**config.mk**
```make
export PLATFORM = sky130hd
export DESIGN_NAME = mem_port_arbiter_flat
export DESIGN_NICKNAME = d
export VERILOG_FILES = /design/src/rtl/mem_port_arbiter_if.sv /design/src/rtl/mem_port_arbiter.sv /design/src/flat_wrapper.sv
export SDC_FILE = /design/constraint.sdc
export NUM_CORES = 1
export LEC_CHECK = 0
export BUFFER_PORTS_ARGS = -buffer_cell sky130_fd_sc_hd__buf_2
export CAP_MARGIN = 25
export CORE_AREA = 5 5 193 195
export DETAILED_ROUTE_END_ITERATION = 6
export DIE_AREA = 0 0 198 200
export GPL_TIMING_DRIVEN = 0
export SYNTH_ARGS = -nofsm -noshare
export SYNTH_HDL_FRONTEND = slang
export SYNTH_SLANG_ARGS = --single-unit
```
**constraint.sdc**
```tcl
create_clock -name clk -period 6.1 [get_ports clk]
set_clock_uncertainty 0.1 [all_clocks]
set_input_delay 0.305 -clock clk [delete_from_list [all_inputs] [get_ports clk]]
set_output_delay 0.305 -clock clk [all_outputs]
set_load 0.01 [all_outputs]
```
**src/rtl/mem_port_arbiter_if.sv**
```systemverilog
// Bundle of every signal between the memory-port arbiter and its neighbours:
// the IF stage, the L/S stage and the single shared memory port.
interface mem_port_arbiter_if #(
  parameter int XLEN = 64
);
  // Instruction-fetch side
  logic            if_req_i;
  logic [XLEN-1:0] if_addr_i;
  logic            if_done_o;
  logic [31:0]     if_rdata_o;
  // Load/store side
  logic            ls_req_i;
  logic            ls_we_i;
  logic [XLEN-1:0] ls_addr_i;
  logic [XLEN-1:0] ls_wdata_i;
  logic [7:0]      ls_wmask_i;
  logic            ls_done_o;
  logic [XLEN-1:0] ls_rdata_o;
  // Shared memory port
  logic            mem_req_o;
  logic            mem_we_o;
  logic [XLEN-1:0] mem_addr_o;
  logic [XLEN-1:0] mem_wdata_o;
  logic [7:0]      mem_wmask_o;
  logic            mem_ack_i;
  logic [XLEN-1:0] mem_rdata_i;
  // Pipeline control and status
  logic            stall_if_o;
  logic            stall_ls_o;
  logic            err_o;

  // Arbiter view
  modport slave (
    input  if_req_i, if_addr_i,
    input  ls_req_i, ls_we_i, ls_addr_i, ls_wdata_i, ls_wmask_i,
    input  mem_ack_i, mem_rdata_i,
    output if_done_o, if_rdata_o, ls_done_o, ls_rdata_o,
    output mem_req_o, mem_we_o, mem_addr_o, mem_wdata_o, mem_wmask_o,
    output stall_if_o, stall_ls_o, err_o
  );

  // Environment view (pipeline stages plus memory)
  modport master (
    output if_req_i, if_addr_i,
    output ls_req_i, ls_we_i, ls_addr_i, ls_wdata_i, ls_wmask_i,
    output mem_ack_i, mem_rdata_i,
    input  if_done_o, if_rdata_o, ls_done_o, ls_rdata_o,
    input  mem_req_o, mem_we_o, mem_addr_o, mem_wdata_o, mem_wmask_o,
    input  stall_if_o, stall_ls_o, err_o
  );
endinterface

```
**src/rtl/mem_port_arbiter.sv**
```systemverilog
// Shares one memory port between instruction fetch and load/store.
// L/S has fixed priority (older instruction). Each access runs
// IDLE -> BUSY -> RESP; a hung access is aborted after TIMEOUT BUSY cycles
// and leaves a sticky error flag behind.
module mem_port_arbiter #(
  parameter int XLEN    = 64,
  parameter int TIMEOUT = 255
) (
  input  logic                clk,
  input  logic                rst,
  mem_port_arbiter_if.slave   bus
);

  localparam int CNT_W = $clog2(TIMEOUT + 1);

  typedef enum logic [1:0] {S_IDLE, S_BUSY, S_RESP} state_e;
  typedef enum logic       {OWN_IF, OWN_LS}         owner_e;

  state_e            state_q,  state_d;
  owner_e            owner_q,  owner_d;
  logic [CNT_W-1:0]  cnt_q,    cnt_d;
  logic [CNT_W-1:0]  cnt_inc;
  logic              err_q,    err_d;
  logic              mem_req_q,   mem_req_d;
  logic              mem_we_q,    mem_we_d;
  logic [XLEN-1:0]   mem_addr_q,  mem_addr_d;
  logic [XLEN-1:0]   mem_wdata_q, mem_wdata_d;
  logic [7:0]        mem_wmask_q, mem_wmask_d;
  logic              if_done_q,   if_done_d;
  logic              ls_done_q,   ls_done_d;
  logic [31:0]       if_rdata_q,  if_rdata_d;
  logic [XLEN-1:0]   ls_rdata_q,  ls_rdata_d;

  assign cnt_inc = cnt_q + CNT_W'(1);

  // Next-state logic: arbitration, wait/timeout tracking and response capture.
  always_comb begin
    // NOTE: every signal gets a default here so no path leaves it unassigned (no latches).
    state_d     = state_q;
    owner_d     = owner_q;
    cnt_d       = cnt_q;
    err_d       = err_q;
    mem_req_d   = mem_req_q;
    mem_we_d    = mem_we_q;
    mem_addr_d  = mem_addr_q;
    mem_wdata_d = mem_wdata_q;
    mem_wmask_d = mem_wmask_q;
    // Done pulses and read data live only for the single RESP cycle.
    if_done_d   = 1'b0;
    ls_done_d   = 1'b0;
    if_rdata_d  = '0;
    ls_rdata_d  = '0;

    unique case (state_q)
      S_IDLE: begin
        cnt_d = '0;
        if (bus.ls_req_i) begin
          owner_d     = OWN_LS;
          mem_req_d   = 1'b1;
          mem_we_d    = bus.ls_we_i;
          mem_addr_d  = bus.ls_addr_i;
          mem_wdata_d = bus.ls_wdata_i;
          mem_wmask_d = bus.ls_wmask_i;
          state_d     = S_BUSY;
        end else if (bus.if_req_i) begin
          owner_d     = OWN_IF;
          mem_req_d   = 1'b1;
          mem_we_d    = 1'b0;
          mem_addr_d  = bus.if_addr_i;
          mem_wdata_d = '0;
          mem_wmask_d = '0;
          state_d     = S_BUSY;
        end
      end

      S_BUSY: begin
        if (bus.mem_ack_i || (cnt_inc == CNT_W'(TIMEOUT))) begin
          // Both completion and abort release the port and respond once.
          mem_req_d   = 1'b0;
          mem_we_d    = 1'b0;
          mem_addr_d  = '0;
          mem_wdata_d = '0;
          mem_wmask_d = '0;
          cnt_d       = '0;
          state_d     = S_RESP;
          if (owner_q == OWN_IF) if_done_d = 1'b1;
          else                   ls_done_d = 1'b1;
          if (bus.mem_ack_i) begin
            // Fetch picks the 32-bit half of the doubleword; stores return 0.
            if (owner_q == OWN_IF)
              if_rdata_d = mem_addr_q[2] ? bus.mem_rdata_i[63:32] : bus.mem_rdata_i[31:0];
            else if (!mem_we_q)
              ls_rdata_d = bus.mem_rdata_i;
          end else begin
            err_d = 1'b1;
          end
        end else begin
          cnt_d = cnt_inc;
        end
      end

      S_RESP: begin
        state_d = S_IDLE;
      end

      default: begin
        state_d = S_IDLE;
      end
    endcase
  end

  // State register with synchronous reset of every flop, datapath included.
  always_ff @(posedge clk) begin
    // NOTE: sequential state uses non-blocking assignments only.
    if (rst) begin
      state_q     <= S_IDLE;
      owner_q     <= OWN_IF;
      cnt_q       <= '0;
      err_q       <= 1'b0;
      mem_req_q   <= 1'b0;
      mem_we_q    <= 1'b0;
      mem_addr_q  <= '0;
      mem_wdata_q <= '0;
      mem_wmask_q <= '0;
      if_done_q   <= 1'b0;
      ls_done_q   <= 1'b0;
      if_rdata_q  <= '0;
      ls_rdata_q  <= '0;
    end else begin
      state_q     <= state_d;
      owner_q     <= owner_d;
      cnt_q       <= cnt_d;
      err_q       <= err_d;
      mem_req_q   <= mem_req_d;
      mem_we_q    <= mem_we_d;
      mem_addr_q  <= mem_addr_d;
      mem_wdata_q <= mem_wdata_d;
      mem_wmask_q <= mem_wmask_d;
      if_done_q   <= if_done_d;
      ls_done_q   <= ls_done_d;
      if_rdata_q  <= if_rdata_d;
      ls_rdata_q  <= ls_rdata_d;
    end
  end

  assign bus.mem_req_o   = mem_req_q;
  assign bus.mem_we_o    = mem_we_q;
  assign bus.mem_addr_o  = mem_addr_q;
  assign bus.mem_wdata_o = mem_wdata_q;
  assign bus.mem_wmask_o = mem_wmask_q;
  assign bus.if_done_o   = if_done_q;
  assign bus.if_rdata_o  = if_rdata_q;
  assign bus.ls_done_o   = ls_done_q;
  assign bus.ls_rdata_o  = ls_rdata_q;
  assign bus.err_o       = err_q;

  // Stalls follow the live requests so a stage is released in its done cycle.
  assign bus.stall_ls_o = bus.ls_req_i & ~ls_done_q;
  assign bus.stall_if_o = (bus.if_req_i & ~if_done_q) | bus.stall_ls_o;

endmodule

```
**src/flat_wrapper.sv**
```systemverilog
// flat-port wrapper written by rule: the top's interface ports become plain ports
module mem_port_arbiter_flat 
#(
  parameter int XLEN    = 64,
  parameter int TIMEOUT = 255
)
  (clk, rst, bus_if_req_i, bus_if_addr_i, bus_ls_req_i, bus_ls_we_i, bus_ls_addr_i, bus_ls_wdata_i, bus_ls_wmask_i, bus_mem_ack_i, bus_mem_rdata_i, bus_if_done_o, bus_if_rdata_o, bus_ls_done_o, bus_ls_rdata_o, bus_mem_req_o, bus_mem_we_o, bus_mem_addr_o, bus_mem_wdata_o, bus_mem_wmask_o, bus_stall_if_o, bus_stall_ls_o, bus_err_o);
  mem_port_arbiter_if #(.XLEN(XLEN)) bus_i ();
  input  logic clk;
  input  logic rst;
  input wire logic [$bits(bus_i.if_req_i)-1:0] bus_if_req_i;
  input wire logic [$bits(bus_i.if_addr_i)-1:0] bus_if_addr_i;
  input wire logic [$bits(bus_i.ls_req_i)-1:0] bus_ls_req_i;
  input wire logic [$bits(bus_i.ls_we_i)-1:0] bus_ls_we_i;
  input wire logic [$bits(bus_i.ls_addr_i)-1:0] bus_ls_addr_i;
  input wire logic [$bits(bus_i.ls_wdata_i)-1:0] bus_ls_wdata_i;
  input wire logic [$bits(bus_i.ls_wmask_i)-1:0] bus_ls_wmask_i;
  input wire logic [$bits(bus_i.mem_ack_i)-1:0] bus_mem_ack_i;
  input wire logic [$bits(bus_i.mem_rdata_i)-1:0] bus_mem_rdata_i;
  output wire logic [$bits(bus_i.if_done_o)-1:0] bus_if_done_o;
  output wire logic [$bits(bus_i.if_rdata_o)-1:0] bus_if_rdata_o;
  output wire logic [$bits(bus_i.ls_done_o)-1:0] bus_ls_done_o;
  output wire logic [$bits(bus_i.ls_rdata_o)-1:0] bus_ls_rdata_o;
  output wire logic [$bits(bus_i.mem_req_o)-1:0] bus_mem_req_o;
  output wire logic [$bits(bus_i.mem_we_o)-1:0] bus_mem_we_o;
  output wire logic [$bits(bus_i.mem_addr_o)-1:0] bus_mem_addr_o;
  output wire logic [$bits(bus_i.mem_wdata_o)-1:0] bus_mem_wdata_o;
  output wire logic [$bits(bus_i.mem_wmask_o)-1:0] bus_mem_wmask_o;
  output wire logic [$bits(bus_i.stall_if_o)-1:0] bus_stall_if_o;
  output wire logic [$bits(bus_i.stall_ls_o)-1:0] bus_stall_ls_o;
  output wire logic [$bits(bus_i.err_o)-1:0] bus_err_o;
  assign bus_i.if_req_i = bus_if_req_i;
  assign bus_i.if_addr_i = bus_if_addr_i;
  assign bus_i.ls_req_i = bus_ls_req_i;
  assign bus_i.ls_we_i = bus_ls_we_i;
  assign bus_i.ls_addr_i = bus_ls_addr_i;
  assign bus_i.ls_wdata_i = bus_ls_wdata_i;
  assign bus_i.ls_wmask_i = bus_ls_wmask_i;
  assign bus_i.mem_ack_i = bus_mem_ack_i;
  assign bus_i.mem_rdata_i = bus_mem_rdata_i;
  assign bus_if_done_o = bus_i.if_done_o;
  assign bus_if_rdata_o = bus_i.if_rdata_o;
  assign bus_ls_done_o = bus_i.ls_done_o;
  assign bus_ls_rdata_o = bus_i.ls_rdata_o;
  assign bus_mem_req_o = bus_i.mem_req_o;
  assign bus_mem_we_o = bus_i.mem_we_o;
  assign bus_mem_addr_o = bus_i.mem_addr_o;
  assign bus_mem_wdata_o = bus_i.mem_wdata_o;
  assign bus_mem_wmask_o = bus_i.mem_wmask_o;
  assign bus_stall_if_o = bus_i.stall_if_o;
  assign bus_stall_ls_o = bus_i.stall_ls_o;
  assign bus_err_o = bus_i.err_o;
  mem_port_arbiter #(.XLEN(XLEN), .TIMEOUT(TIMEOUT)) u_core (.clk(clk), .rst(rst), .bus(bus_i));
endmodule
```
==> flow_metrics.env, run 1 <==
export IMPL_h_tree_depth=1
export IMPL_start_util_pct=26.2
export IMPL_final_cell_area_um2=14600
export IMPL_cts_tree="built"
export IMPL_nFillCells=3537
export IMPL_cts_repair_resized=0
export IMPL_gp_congestion=0.903
export IMPL_synth_top_family_by_area="compound AO/OA/AOI/OAI gates"
export IMPL_rows=69
export IMPL_wl_met2_mm=20.6
export IMPL_synth_top_area_cell="dfxtp_1"
export IMPL_synth_edff_count=0
export IMPL_finalMaxSlewViolations=0
export IMPL_drv_cap=0
export IMPL_cp_max_fo=10
export IMPL_cts_setup_buffers=0
export IMPL_first_global_vias=9924
export IMPL_synth_most_common_cell="dfxtp_1"
export IMPL_setup_violations=0
export IMPL_firstDrtPassIters=5
export IMPL_switchingPower_w=0.00104
export IMPL_synth_adder_area_share_pct=0.271
export IMPL_wirelength_mm=40.2
export IMPL_max_slew_margin_pct=35.2
export IMPL_die_w_um=198
export IMPL_place_area_um2=12400
export IMPL_port_buffer_count=507
export IMPL_clkPwrFrac_pct=42.2
export IMPL_drc_errors=0
export IMPL_ios=509
export IMPL_synthTopCellsByCount="dfxtp_1 (248), nand2_1 (149), a21oi_1 (141)"
export IMPL_synth_xor_area_share_pct=0.190
export IMPL_crit_required_ns=6.36
export IMPL_ys_ff_latch=248
export IMPL_clock_sinks=248
export IMPL_cts_root_buf="clkbuf_16"
export IMPL_p_leak_nw=6.74
export IMPL_drt_iter0_markers=392
export IMPL_grt_overflow=0
export IMPL_cts_buffers=27
export IMPL_antenna_found_initial=5
export IMPL_postLayoutSetupSlackWorst_ns=3.14
export IMPL_power_report_internal_total_w=0.00295
export IMPL_status="complete, no violations"
export IMPL_yosys_area_share_simple_pct=13.8
export IMPL_topRoutingLayerUsed="met5"
export IMPL_synth_top_flop_cell="dfxtp_1"
export IMPL_path_clk_slew_ns=0.06
export IMPL_synthArstFlopShare_pct=0
export IMPL_layout_nets=1955
export IMPL_clockBufferDepth=3
export IMPL_ant_nets=0
export IMPL_fin_crit_sh_pct=48.5
export IMPL_tightest_slew_ns=0.972
export IMPL_vias=9867
export IMPL_rsz0062_at_grt="false"
export IMPL_yosys_cell_types_count=42
export IMPL_die_area_um2=39600
export IMPL_yosys_top_cells_area="dfxtp_1 (54%), mux2_2 (7.8%), a21oi_1 (7.6%)"
export IMPL_powerDensity_nw_per_um2=273
export IMPL_die_y_um=200
export IMPL_grt_max_degree=14
export IMPL_hold_viol=0
export IMPL_postCtsHoldBufs=133
export IMPL_avgRoutedWirePerCell_um=18.6
export IMPL_place_hpwl_mm=31.0
export IMPL_syn_nets=1285
export IMPL_synth_mux_area_share_pct=11.3
export IMPL_grt_pass1_wl_mm=58.1
export IMPL_fin_setup_tns_ns=0
export IMPL_ir_drop_mv=0.199
export IMPL_ys_warn_count=0
export IMPL_p_comb_share_pct=14.6
export IMPL_drt_vias_per_instance=4.56
export IMPL_grt_usage_pct=18.8
export IMPL_route_met3_wl_mm=3.26
export IMPL_synth_compound_area_share_pct=16.7
export IMPL_end_kind="flop"
export IMPL_swShare_pct=26.1
export IMPL_avgSynthCellArea_um2=9.12
export IMPL_start_kind="flop"
export IMPL_dp_slack_ns=3.12
export IMPL_ys_seq_area_share_pct=53.7
export IMPL_worstHoldPathCells=3
export IMPL_max_freq_ghz=0.338
export IMPL_period_needed_ns=2.96
export IMPL_critPathKind="flop to flop"
export IMPL_power_frac_seq_pct=43.2
export IMPL_rr_worst_depth=9
export IMPL_synth_top_area_share_pct=53.7
export IMPL_met1_length_mm=14.8
export IMPL_clock_latency_ns=0.54
export IMPL_hp_class="primary input to flop"
export IMPL_area_growth_pct=58.1
export IMPL_synth_cell_area_um2=9240
export IMPL_arrival_ns=3.22
export IMPL_core_area_um2=35200
export IMPL_drive_above_1_share_pct=37.4
export IMPL_synth_cells=1013
placed cells by master (no fill, tap or decap), types with 4 or more instances in the layout:
| cell type | n |
|---|---|
| nor3_1 | 4 |
| nand2_1 | 149 |
| a21oi_1 | 141 |
| nand3_1 | 5 |
| o21ai_1 | 8 |
| o21ai_0 | 135 |
| clkbuf_2 | 9 |
| nor2_1 | 40 |
| dfxtp_1 | 248 |
| clkbuf_8 | 4 |
| clkinv_2 | 8 |
| nor2b_1 | 4 |
| buf_2 | 508 |
| and2_1 | 65 |
| clkbuf_1 | 73 |
| dlygate4sd3_1 | 133 |
| clkbuf_16 | 27 |
| mux2i_1 | 32 |
| inv_1 | 4 |
| mux2_2 | 64 |
kinds of logic after synthesis:
group                      Yosys count
AOI/OAI and AO/OA                  298
xor gates and xnor gates             2
adders and majority gates            2
buffers and inverters               88
DFF                                248
muxes                               96
and+or+nand+nor                    279
critical path: stages (launching register included):
cell and delay (ns):
dfxtp_1 0.45, ha_1 0.27, nand3_1 0.16, or3b_2 0.51
a32oi_2 0.26, a311oi_2 0.21, buf_6 0.21, clkbuf_2 0.23
o21ai_0 0.20, a21oi_1 0.16
cell type report:
| class | count | area (µm²) | share of cell area (%) |
|---|---|---|---|
| Antenna cell | 1 | 2.50 | 0.0171 |
| Sequential cell | 248 | 4960 | 34.0 |
| Multi-Input combinational cell | 677 | 3910 | 26.7 |
| Timing Repair Buffer | 641 | 3880 | 26.5 |
| Tap cell | 461 | 577 | 3.95 |
| Inverter | 4 | 15.0 | 0.103 |
| Clock inverter | 15 | 163 | 1.11 |
| Clock buffer | 35 | 746 | 5.10 |
| Buffer | 84 | 358 | 2.45 |
state kept, by name (all words and copies together), names as in the netlist, 2 cells and up:
register                count
u_core.bus.ls_rdata_o      64
u_core.bus.mem_addr_o      64
u_core.bus.mem_wdata_o     64
u_core.bus.if_rdata_o      32
u_core.bus.mem_wmask_o      8
u_core.cnt_q                8
u_core.state_q              2
per-layer routing:
metal / global-route usage, % / vias to the layer above
li1: - / 4774
met1: 21.0 / 4585
met2: 34.9 / 433
met3: 4.26 / 71
met4: 6.96 / 4
met5: 0 / -
power by group through the flow:
stage | sequential [W] | combinational, W | clock, W
finish | 0.00172 | 0.000583 | 0.00168
global route | 0.00173 | 0.000638 | 0.00179
CTS | 0.00172 | 0.000589 | 0.00172
detailed placement | 0.00175 | 0.000517 | 0
global placement | 0.00175 | 0.000514 | 0
floorplan | 0.00178 | 0.000216 | 0
metrics by stage:
stage                     hold slack [ns]  cells  utilization, %  power [W]
after detailed placement            0.362   1982            35.1    0.00227
after floorplan                     0.327   1013               -    0.00200
final                             0.00670   2166            41.5    0.00398
after global placement              0.351   1981            35.1    0.00227
after CTS                         0.00229   2165            41.5    0.00403
after global routing              0.00911   2166            41.5    0.00416
final timing paths:
path                 startpoint                    endpoint  slack (ns)
max reg2reg     u_core.cnt_q[0]    u_core.bus.mem_addr_o[2]        3.14
min          bus_ls_wdata_i[25]  u_core.bus.mem_wdata_o[25]       0.007
max             u_core.cnt_q[0]    u_core.bus.mem_addr_o[2]        3.14
min reg2reg     u_core.cnt_q[7]             u_core.cnt_q[7]        0.37
(Power assumes the default switching activity.)
==> run 2, diff against run 1 <==
==> constraint.sdc (replaced) <==
create_clock -name clk -period 2.73 [get_ports clk]
set_clock_uncertainty 0.1 [all_clocks]
set_input_delay 0.1365 -clock clk [delete_from_list [all_inputs] [get_ports clk]]
set_output_delay 0.1365 -clock clk [all_outputs]
set_load 0.01 [all_outputs]
==> flow_metrics.env, run 2 (same netlist as run 1, synthesis figures left out) <==
export IMPL_finalMaxSlewViolations=0
export IMPL_place_hpwl_mm=31.0
export IMPL_timing_rr_start="u_core.cnt_q[0]"
export IMPL_final_common_cell="buf_2"
export IMPL_reg2reg_slack_ns=0.09
export IMPL_ir_drop_mv=0.445
export IMPL_end_kind="flop"
export IMPL_die_area_um2=39600
export IMPL_power_w=0.00912
export IMPL_rr_worst_depth=9
export IMPL_p_comb_share_pct=16.7
export IMPL_max_slew_margin_pct=38.4
export IMPL_crit_required_ns=3.04
export IMPL_power_frac_seq_pct=42.1
export IMPL_firstDrtPassIters=7
export IMPL_hold_viol=0
export IMPL_drt_vias_per_instance=4.63
export IMPL_critPathKind="flop to flop"
export IMPL_max_freq_ghz=0.379
export IMPL_clock_sinks=248
export IMPL_vias=10700
export IMPL_grt_max_degree=14
export IMPL_grt_pass1_wl_mm=62.6
export IMPL_gp_congestion=0.903
export IMPL_p_leak_nw=7.33
export IMPL_tightest_slew_ns=0.924
export IMPL_drv_cap=0
export IMPL_start_kind="flop"
export IMPL_h_tree_depth=1
export IMPL_core_area_um2=35200
export IMPL_first_global_vias=10800
export IMPL_cp_max_fo=10
export IMPL_setup_violations=0
export IMPL_drive_above_1_share_pct=35.3
export IMPL_start_util_pct=26.2
export IMPL_powerDensity_nw_per_um2=569
export IMPL_grt_usage_pct=20.2
export IMPL_worstHoldPathCells=4
export IMPL_status="complete, no violations"
export IMPL_ios=509
export IMPL_port_buffer_count=507
export IMPL_path_clk_slew_ns=0.06
export IMPL_reg2reg_to="u_core.bus.mem_addr_o[48]"
export IMPL_hp_class="primary input to flop"
export IMPL_fin_crit_sh_pct=96.7
export IMPL_clockBufferDepth=3
export IMPL_rsz0062_at_grt="false"
export IMPL_clock_latency_ns=0.54
export IMPL_ant_nets=0
export IMPL_clkPwrFrac_pct=41.2
export IMPL_area_growth_pct=73.4
export IMPL_die_y_um=200
export IMPL_holdWs_ns=0.0436
export IMPL_arrival_ns=2.95
export IMPL_wirelength_mm=43.0
export IMPL_die_w_um=198
export IMPL_cts_root_buf="clkbuf_16"
export IMPL_final_cell_mix="buf_2 (509), dlygate4sd3_1 (266), dfxtp_1 (246)"
export IMPL_hold_start="bus_if_addr_i[2]"
export IMPL_power_report_internal_total_w=0.00674
export IMPL_rows=69
export IMPL_cp_startpoint="u_core.cnt_q[0]"
export IMPL_cts_tree="built"
export IMPL_layout_nets=2091
export IMPL_avgRoutedWirePerCell_um=18.7
export IMPL_critPathCapture="u_core.bus.mem_addr_o[48]"
export IMPL_switchingPower_w=0.00238
export IMPL_antenna_found_initial=4
export IMPL_swShare_pct=26.1
export IMPL_cts_buffers=27
export IMPL_period_needed_ns=2.64
export IMPL_drc_errors=0
export IMPL_drt_iter0_markers=405
export IMPL_grt_overflow=0
## run 2: changes by cell type in the layout (fill, tap and decap cells not counted), moves of 3 or more
| cell | delta |
|---|---|
| buf_4 | +3 |
| clkbuf_1 | -5 |
| clkbuf_2 | +3 |
| dlygate4sd3_1 | +133 |
| o21ai_0 | -11 |
| o21ai_1 | +10 |
## run 2: area by class of cell
type	instances	area, µm²
fill	3302	19200
timing repair buffer	777	5230
sequential	248	4970
multi-input combinational	677	3950
clock buffer	35	746
tap	461	577
buffer	84	367
clock inverter	15	163
inverter	4	15.0
antenna	2	5.00
## run 2: metrics by stage
step	area [µm²]	cells	setup TNS (ns)	setup WS, ns	utilization, %
after floorplan	9240	1013	0	0.292	-
after global placement	12400	1981	-11.60	-0.317	35.1
after detailed placement	12400	1982	-5.39	-0.251	35.1
after CTS	16000	2300	0	0.0101	45.4
after global routing	16000	2303	0	0.00588	45.5
final	16000	2303	0	0.0896	45.5
## run 2: how the worst min path moves through the flow
stage	end	slack [ns]
6_report	u_core.bus.mem_addr_o[2]	0.04
5_1_grt	u_core.bus.mem_addr_o[2]	0.1
3_3_place_gp	u_core.bus.ls_rdata_o[56]	0.25
3_5_place_dp	u_core.bus.ls_rdata_o[56]	0.26
4_1_cts	u_core.bus.mem_addr_o[2]	0.07
2_1_floorplan	u_core.bus.ls_rdata_o[0]	0.16
## run 2: power by group through the flow
stage / combinational, W / sequential [W] / clock [W]
floorplan: 0.000484 / 0.00399 / 0
global placement: 0.00115 / 0.00391 / 0
detailed placement: 0.00115 / 0.00392 / 0
CTS: 0.00150 / 0.00384 / 0.00384
global route: 0.00165 / 0.00386 / 0.00400
finish: 0.00152 / 0.00384 / 0.00375
## run 2: metal layers
metal	wire, µm	part of all wire (%)	track usage (%)	vias to the layer above
met5	7	0.016	0	-
met4	1820	4.2	8.37	2
met3	3650	8.5	4.68	89
met2	22200	52	37.8	529
met1	15300	36	21.8	4989
li1	-	-	-	5053
## run 2: critical path: stages (launching register included)
cell and delay, ns:
dfxtp_4 0.39, ha_4 0.16, nand3_1 0.13, or3b_2 0.53
a32oi_4 0.26, a311oi_4 0.17, buf_6 0.19, clkbuf_2 0.21
o21ai_0 0.25, a21oi_1 0.09
## run 2: what timing repair did
action / in CTS / in global routing
hold buffers: 266 / 0
hold endpoints to repair: 236 / 0
gates cloned: 1 / 0
buffers inserted: 1 / 1
setup endpoints to repair: 107 / 128
resized for setup: 10 / 25
pin swaps: 2 / 1
